## src/rtl/regfile_wb_arbiter.sv

```systemverilog
// rtl/regfile_wb_arbiter.sv - register file write-port arbiter: pipeline writeback vs. buffered auxiliary writes
//
// The pipeline writeback always owns the single write port when it is valid.
// Auxiliary writes are queued in a small FIFO and drained into cycles where
// the pipeline does not write. A blocked, non-empty queue eventually raises
// stall_req so the pipeline gives the port up.
//
// Parameters:
//   DEPTH          auxiliary FIFO entries (power of two, 2..8)
//   STARVE_MAX     consecutive blocked cycles before stall_req (1..15)
// Ports:
//   clk            system clock, rising edge
//   rst            asynchronous active-low reset
//   pipe_wb_en     pipeline writeback valid
//   pipe_wb_dest   pipeline destination register
//   pipe_wb_value  pipeline write data
//   aux_valid      auxiliary write request
//   aux_ready      auxiliary request accepted at next posedge when aux_valid
//   aux_dest       auxiliary destination register
//   aux_value      auxiliary write data
//   writeBackEn    register file write enable
//   Dest_wb        register file write address
//   Result_wb      register file write data
//   pend_mask      bit r set while a queued entry targets register r (0..14)
//   stall_req      asks the pipeline to hold pipe_wb_en low
//   protocol_err   sticky: pipeline wrote while stall_req was high

module regfile_wb_arbiter #(
    parameter int DEPTH      = 2,
    parameter int STARVE_MAX = 4
) (
    input  logic        clk,
    input  logic        rst,
    input  logic        pipe_wb_en,
    input  logic [3:0]  pipe_wb_dest,
    input  logic [31:0] pipe_wb_value,
    input  logic        aux_valid,
    output logic        aux_ready,
    input  logic [3:0]  aux_dest,
    input  logic [31:0] aux_value,
    output logic        writeBackEn,
    output logic [3:0]  Dest_wb,
    output logic [31:0] Result_wb,
    output logic [14:0] pend_mask,
    output logic        stall_req,
    output logic        protocol_err
);

    localparam int PW = $clog2(DEPTH);
    localparam int CW = $clog2(DEPTH + 1);
    localparam logic [CW-1:0] FULL_COUNT = CW'(DEPTH);
    localparam logic [3:0]    STARVE_LIM = 4'(STARVE_MAX);

    logic [3:0]       dest_q  [DEPTH];
    logic [31:0]      value_q [DEPTH];
    logic [DEPTH-1:0] valid_q;
    logic [PW-1:0]    wr_ptr;
    logic [PW-1:0]    rd_ptr;
    logic [CW-1:0]    count;
    logic [3:0]       starve_cnt;
    logic             perr_q;
    logic             push;
    logic             pop;
    logic             queue_empty;

    assign queue_empty  = (count == '0);
    // Ready looks only at current occupancy so a full queue stays closed
    // even in the cycle it is being drained.
    assign aux_ready    = (count != FULL_COUNT);
    assign push         = aux_valid && aux_ready;
    assign pop          = !pipe_wb_en && !queue_empty;
    assign stall_req    = (starve_cnt == STARVE_LIM);
    assign protocol_err = perr_q;

    // Entry payload needs no reset: valid_q qualifies every use of it.
    always_ff @(posedge clk) begin
        if (push) begin
            dest_q[wr_ptr]  <= aux_dest;
            value_q[wr_ptr] <= aux_value;
        end
    end

    always_ff @(posedge clk or negedge rst) begin
        if (!rst) begin
            wr_ptr     <= '0;
            rd_ptr     <= '0;
            count      <= '0;
            valid_q    <= '0;
            starve_cnt <= '0;
            perr_q     <= 1'b0;
        end else begin
            if (push) begin
                wr_ptr          <= wr_ptr + 1'b1;
                valid_q[wr_ptr] <= 1'b1;
            end
            // A push and a pop never share a slot: pop needs count > 0 and
            // push needs count < DEPTH, so the pointers differ.
            if (pop) begin
                rd_ptr          <= rd_ptr + 1'b1;
                valid_q[rd_ptr] <= 1'b0;
            end
            case ({push, pop})
                2'b10:   count <= count + 1'b1;
                2'b01:   count <= count - 1'b1;
                default: count <= count;
            endcase
            // Count cycles where the queue holds data but the pipeline owns
            // the port; any drain (or an empty queue) restarts the count.
            if (pop || queue_empty) begin
                starve_cnt <= '0;
            end else if (pipe_wb_en && (starve_cnt != STARVE_LIM)) begin
                starve_cnt <= starve_cnt + 1'b1;
            end
            if (pipe_wb_en && stall_req) begin
                perr_q <= 1'b1;
            end
        end
    end

    // Register 15 has no pending bit; such entries are still written.
    always_comb begin
        pend_mask = '0;
        for (int i = 0; i < DEPTH; i++) begin
            if (valid_q[i] && (dest_q[i] != 4'hF)) begin
                pend_mask[dest_q[i]] = 1'b1;
            end
        end
    end

    always_comb begin
        writeBackEn = 1'b0;
        Dest_wb     = '0;
        Result_wb   = '0;
        if (pipe_wb_en) begin
            writeBackEn = 1'b1;
            Dest_wb     = pipe_wb_dest;
            Result_wb   = pipe_wb_value;
        end else if (!queue_empty) begin
            writeBackEn = 1'b1;
            Dest_wb     = dest_q[rd_ptr];
            Result_wb   = value_q[rd_ptr];
        end
    end

endmodule

```

## config.mk

```make
export PLATFORM = sky130hd
export DESIGN_NAME = regfile_wb_arbiter
export DESIGN_NICKNAME = d
export VERILOG_FILES = /design/src/rtl/regfile_wb_arbiter.sv
export SDC_FILE = /design/constraint.sdc
export NUM_CORES = 1
export LEC_CHECK = 0
export CAP_MARGIN = 20
export CORE_ASPECT_RATIO = 0.8
export CORE_MARGIN = 10
export CORE_UTILIZATION = 30
export DETAILED_ROUTE_END_ITERATION = 8
export PLACE_DENSITY = 0.54
export SLEW_MARGIN = 15
export SYNTH_ARGS = -nofsm -noshare
export SYNTH_HDL_FRONTEND = slang
export SYNTH_SLANG_ARGS = --single-unit
```

## constraint.sdc

```tcl
create_clock -name clk -period 3.8 [get_ports clk]
set_clock_uncertainty 0.2 [all_clocks]
set_input_delay 1.14 -clock clk [delete_from_list [all_inputs] [get_ports clk]]
set_output_delay 1.14 -clock clk [all_outputs]
set_load 0.01 [all_outputs]
```

[After elaboration in Yosys (flattened, before gate mapping)]
Memory sizes are Yosys's and may differ from the RTL's.
Index checks and enable logic that the tools add are counted.
W data, S select, Z words.
Storage, ports and cells
  output and inout bits: 55
  word-level logic and storage cells: 71
  memories: 2
  register bits: 11
  bits in writable memories: 72
  input port bits: 76
Operators by class
  equality and inequality tests: 7
  reduce and logical (&&, ||, !) cells: 16
  add/subtract/negate cells: 5
  multiplexer cells: 23
  bitwise operators: 4
  $lt $le $gt $ge: 8
Memories
  value_q: words 2, bits a word 32, rd ports 1, clocked after Yosys merged registers in 0, wr ports 1, line 55  | logic [31:0] value_q [DEPTH];
  dest_q: words 2, bits a word 4, rd ports 3, clocked after Yosys merged registers in 0, wr ports 1, line 54  | logic [3:0] dest_q [DEPTH];
Operators with widths (number)
  $mux W32: 2
  $mux W15: 2
  $mux W4: 4
  $or A15 B15 Y15: 1
  $logic_and A1 B1 Y1: 10
  $lt A4 B5 Y1 const B: 2
  $demux W1 S4: 2
  $ge A4 B1 Y1 const B: 2
  $mux W1: 8
  $ne A4 B4 Y1 const B: 2
  $add A4 B1 Y4 const B: 1
  $eq A4 B3 Y1 const B: 1
  $lt A1 B2 Y1 const B: 2
  $mux W2: 2
  $ne A4 B3 Y1 const B: 1
  $pmux W2 S2: 1
  $reduce_bool A2 Y1: 2
  $add A1 B1 Y1 const B: 2
  $add A2 B1 Y2 const B: 1
  $and A2 B2 Y2: 1
  $demux W1 S1: 2
  $eq A2 B1 Y1 const B: 1
  $eq A2 B2 Y1 const B: 1
  $ge A1 B1 Y1 const B: 2
  7 further kinds: 8

[Logic depth before layout (Yosys ltp)]
  depth after elaboration: 8
  mapped depth: 6
  depth with buffers taken out: 5

[Worst setup path after synthesis]
Ideal clock, no wire load.
  path type: input port to flip-flop
  from: input aux_valid
  to: memory dest_q[0][0], enable pin
  stages: 2
  arrival: 2700 ps
  required time: 3175 ps
  setup time: 425 ps
  setup slack: 474 ps
  path buffers: 0
  cell sequence: inv_1 nor3_2
Between the ends
  word-level cells in the longest chain between the ends: 3
Ends and longest elaborated chain
  from (decl): line 37  | input logic aux_valid,
  $logic_and A1 B1 Y1: line 70  | assign push = aux_valid && aux_ready;
  $mux W1: line 77  | if (push) begin
  $mux W1 (implied by the code): line 78  | dest_q[wr_ptr] <= aux_dest;
  to (decl): line 54
Every way passes these cells.

[Worst setup path after layout]
  from: input pipe_wb_en
  to: output Result_wb[15]
Between the ends
  word-level cells in the longest chain between the ends: 1
Ends and longest elaborated chain
  from (decl): line 34  | input logic pipe_wb_en,
  $mux W32: line 134  | if (pipe_wb_en) begin
  to (decl): line 43  | output logic [31:0] Result_wb,
Every way passes these cells.

==> impl_metrics.json <==
{
  "fillers": 1068,
  "hp-class": "reg2reg",
  "cts_root_buf": "clkbuf_16",
  "synthTopCellsByCount": "edfxtp_1, nand2_1, mux2i_1, o21ai_0, o22ai_1",
  "dr.pass1.iters": 4,
  "crit_required_ns": 2.46,
  "rsz0062_at_grt": "no",
  "seq_area_um2": 2440,
  "multi_input_area_um2": 1120,
  "antenna_found_initial": 0,
  "fin_crit_ns": 3.71,
  "initial_core_util": 0.312,
  "fin_setup_tns_ns": 0,
  "syn_area_um2": 3650,
  "synth_warnings": 0,
  "cts_max_level": 3,
  "critPathKind": "in2out",
  "die_height_um": 119,
  "finalSetupViolations": 0,
  "cp.arrival_ns": 2.37,
  "yosysUniqueCellTypes": 31,
  "clock_sinks": 83,
  "internal_power_mw": 2.41,
  "yosysTopAreaCellShare": 0.592,
  "powerDensity_nw_per_um2": 632,
  "final.period_utilization": 0.976,
  "cts_tree": "yes",
  "core_area_um2": 11700,
  "tightestPinTransition_ns": 0.539,
  "crit_path_start_kind": "input pin",
  "cts_buffer_depth": 2,
  "vdd_drop_max_v": 0.000339,
  "path_max_fanout": 26,
  "globalRouteOverflowTotal": 0,
  "yosysMostFrequentCell": "edfxtp_1",
  "cts-buffers-inserted": 9,
  "vias": 2604,
  "drive_above_1_share": 0.0749,
  "grt_max_degree": 39,
  "synth_nets": 352,
  "synth_edf_count": 72,
  "hold_viol": 0,
  "finalMaxSlewViolations": 0,
  "wl_per_cell_um": 16.9,
  "yosys.area_share.simple": 0.0897,
  "synth_top_family_by_area": "multiplexers",
  "synthAdderAreaFrac": 0.00685,
  "antenna_left": 0,
  "hpwl_um": 7020,
  "num_io_pins": 131,
  "grt_pass1_wl_um": 14600,
  "clk_pin_slew_ns": 0.06,
  "ys_seq_area_frac": 0.667,
  "synthToLayoutAreaGrowth_pct": 49.1,
  "die_area_um2": 17000,
  "switchingPower_mw": 1.03,
  "grt_pass1_vias": 2748,
  "endpoint_kind": "primary output",
  "port_buffers": 130,
  "synth_top_area_cell": "edfxtp_1",
  "status": "completed",
  "synth_xor_area_frac": 0.00959,
  "synth_compound_area_frac": 0.0918,
  "dr.first_iter.drc_count": 106,
  "max_slew_margin": 0.641,
  "syn_inst": 274,
  "drcViolationCount": 0,
  "p_leak_nw": 2.04,
  "routed_wl_um": 9510,
  "track_usage": 0.110,
  "max_cap_violations": 0,
  "postCtsSetupBuffers": 0,
  "finalWeightedCongestion": 0.731,
  "antenna_cells": 0,
  "rows": 35,
  "via_per_inst": 4.63,
  "synth_mux_area_frac": 0.104,
  "finalPower_mw": 3.44,
  "p_clk_frac": 0.259,
  "combPwrFrac": 0.350,
  "synth_flop_cell": "edfxtp_1",
  "timing.fmax_mhz": 270,
  "synth_area_per_cell_um2": 13.3,
  "async_reset_ff_frac": 0.133,
  "p_seq_frac": 0.391,
  "final_nets": 487,
  "p_sw_frac": 0.299,
  "die_w_um": 143,
  "synth_area_leaders": "edfxtp_1, mux2i_1, dfrtp_1",
  "ys_ff_latch": 83,
  "clk_latency_ns": 0.33
}
-- timing repair --
item / 4_1_cts / 5_1_grt
hold endpoints to repair: 0 / 0
setup endpoints to repair: 0 / 2
hold buffers: 0 / 0
resized for setup: 0 / 2
-- per-stage QoR --
stage / worst slack (ns) / cell area [um^2] / hold WS (ns) / util / instances
after CTS: 0.0458 / 5450 / 0.265 / 0.466 / 562
after detailed placement: 0.0674 / 5140 / 0.247 / 0.439 / 546
final: 0.0918 / 5450 / 0.263 / 0.466 / 562
after global placement: 0.109 / 5140 / 0.240 / 0.439 / 546
after floorplan: 0.474 / 3650 / 0.293 / - / 274
after global routing: 0.00511 / 5450 / 0.286 / 0.466 / 562
-- registers in the layout, indices dropped and copies added (netlist names) --
register / cells
count: 2
dest_q: 8
protocol_err: 1
rd_ptr: 1
starve_cnt: 4
valid_q: 2
value_q: 64
wr_ptr: 1
-- critical path, cell delays in order --
cell             delay, ns
buf_2                 0.11
o21bai_4              0.18
buf_12                0.17
o21ai_0               0.18
clkdlybuf4s50_1       0.58
-- power groups by stage --
stage	combinational (mW)	sequential, mW	clock, mW
after global routing	1.32	1.37	0.956
final	1.20	1.34	0.893
after detailed placement	1.23	1.36	0
after global placement	1.22	1.36	0
after floorplan	0.683	1.34	0
after CTS	1.24	1.35	0.917
-- cell families after synthesis --
| logic type | after synthesis |
|---|---|
| compound gates | 59 |
| mux | 38 |
| fa+ha+maj | 2 |
| xor+xnor | 4 |
| buf+inv | 20 |
| flops | 83 |
| simple gates | 68 |
-- routing by layer --
metal  GRT usage  routed length (um)  vias to the layer above  share of wire
met5           0                   0                        -              0
met4      0.0401                 140                        0          0.015
met3      0.0504                 931                       14          0.098
met2       0.184                4620                      101           0.49
met1       0.118                3820                     1201           0.40
li1            -                   -                     1288              -
-- final cells by class --
class                           count  share of cell area
Clock buffer                       10              0.0420
Inverter                            5             0.00344
Tap cell                          148              0.0340
Timing Repair Buffer              139               0.253
Clock inverter                      6              0.0147
Multi-Input combinational cell    171               0.205
Sequential cell                    83               0.448
-- final timing paths --
check | slack, ns | startpoint | endpoint | depth (start not counted)
min | 0.26 | protocol_err | protocol_err | 1
min reg2reg | 0.26 | protocol_err | protocol_err | 1
min in group asynchronous | 0.95 | rst | starve_cnt[2] | 1
max | 0.09 | pipe_wb_en | Result_wb[15] | 5
max reg2reg | 2.01 | count[1] | value_q[0][7] | 3
max in group asynchronous | 2.08 | rst | rd_ptr | 1
-- placed cells by master (no fill, tap or decap), drive strengths merged, types with 2 or more instances in the layout --
| cell type | Yosys | routed |
|---|---|---|
| nand3b | 4 | 4 |
| edfxtp | 72 | 72 |
| or3b | 2 | 2 |
| o22ai | 15 | 15 |
| ha | 2 | 2 |
| o21ai | 39 | 39 |
| nand2 | 41 | 41 |
| nand2b | 5 | 5 |
| inv | 5 | 5 |
| xnor2 | 3 | 3 |
| clkbuf | 5 | 10 |
| bufinv | 0 | 2 |
| buf | 10 | 10 |
| mux2i | 38 | 38 |
| or2 | 2 | 2 |
| nor2 | 6 | 6 |
| clkinv | 0 | 3 |
| clkdlybuf4s50 | 0 | 128 |
| dfrtp | 11 | 11 |
| nand3 | 3 | 3 |
Power figures use the tool's default switching activity.
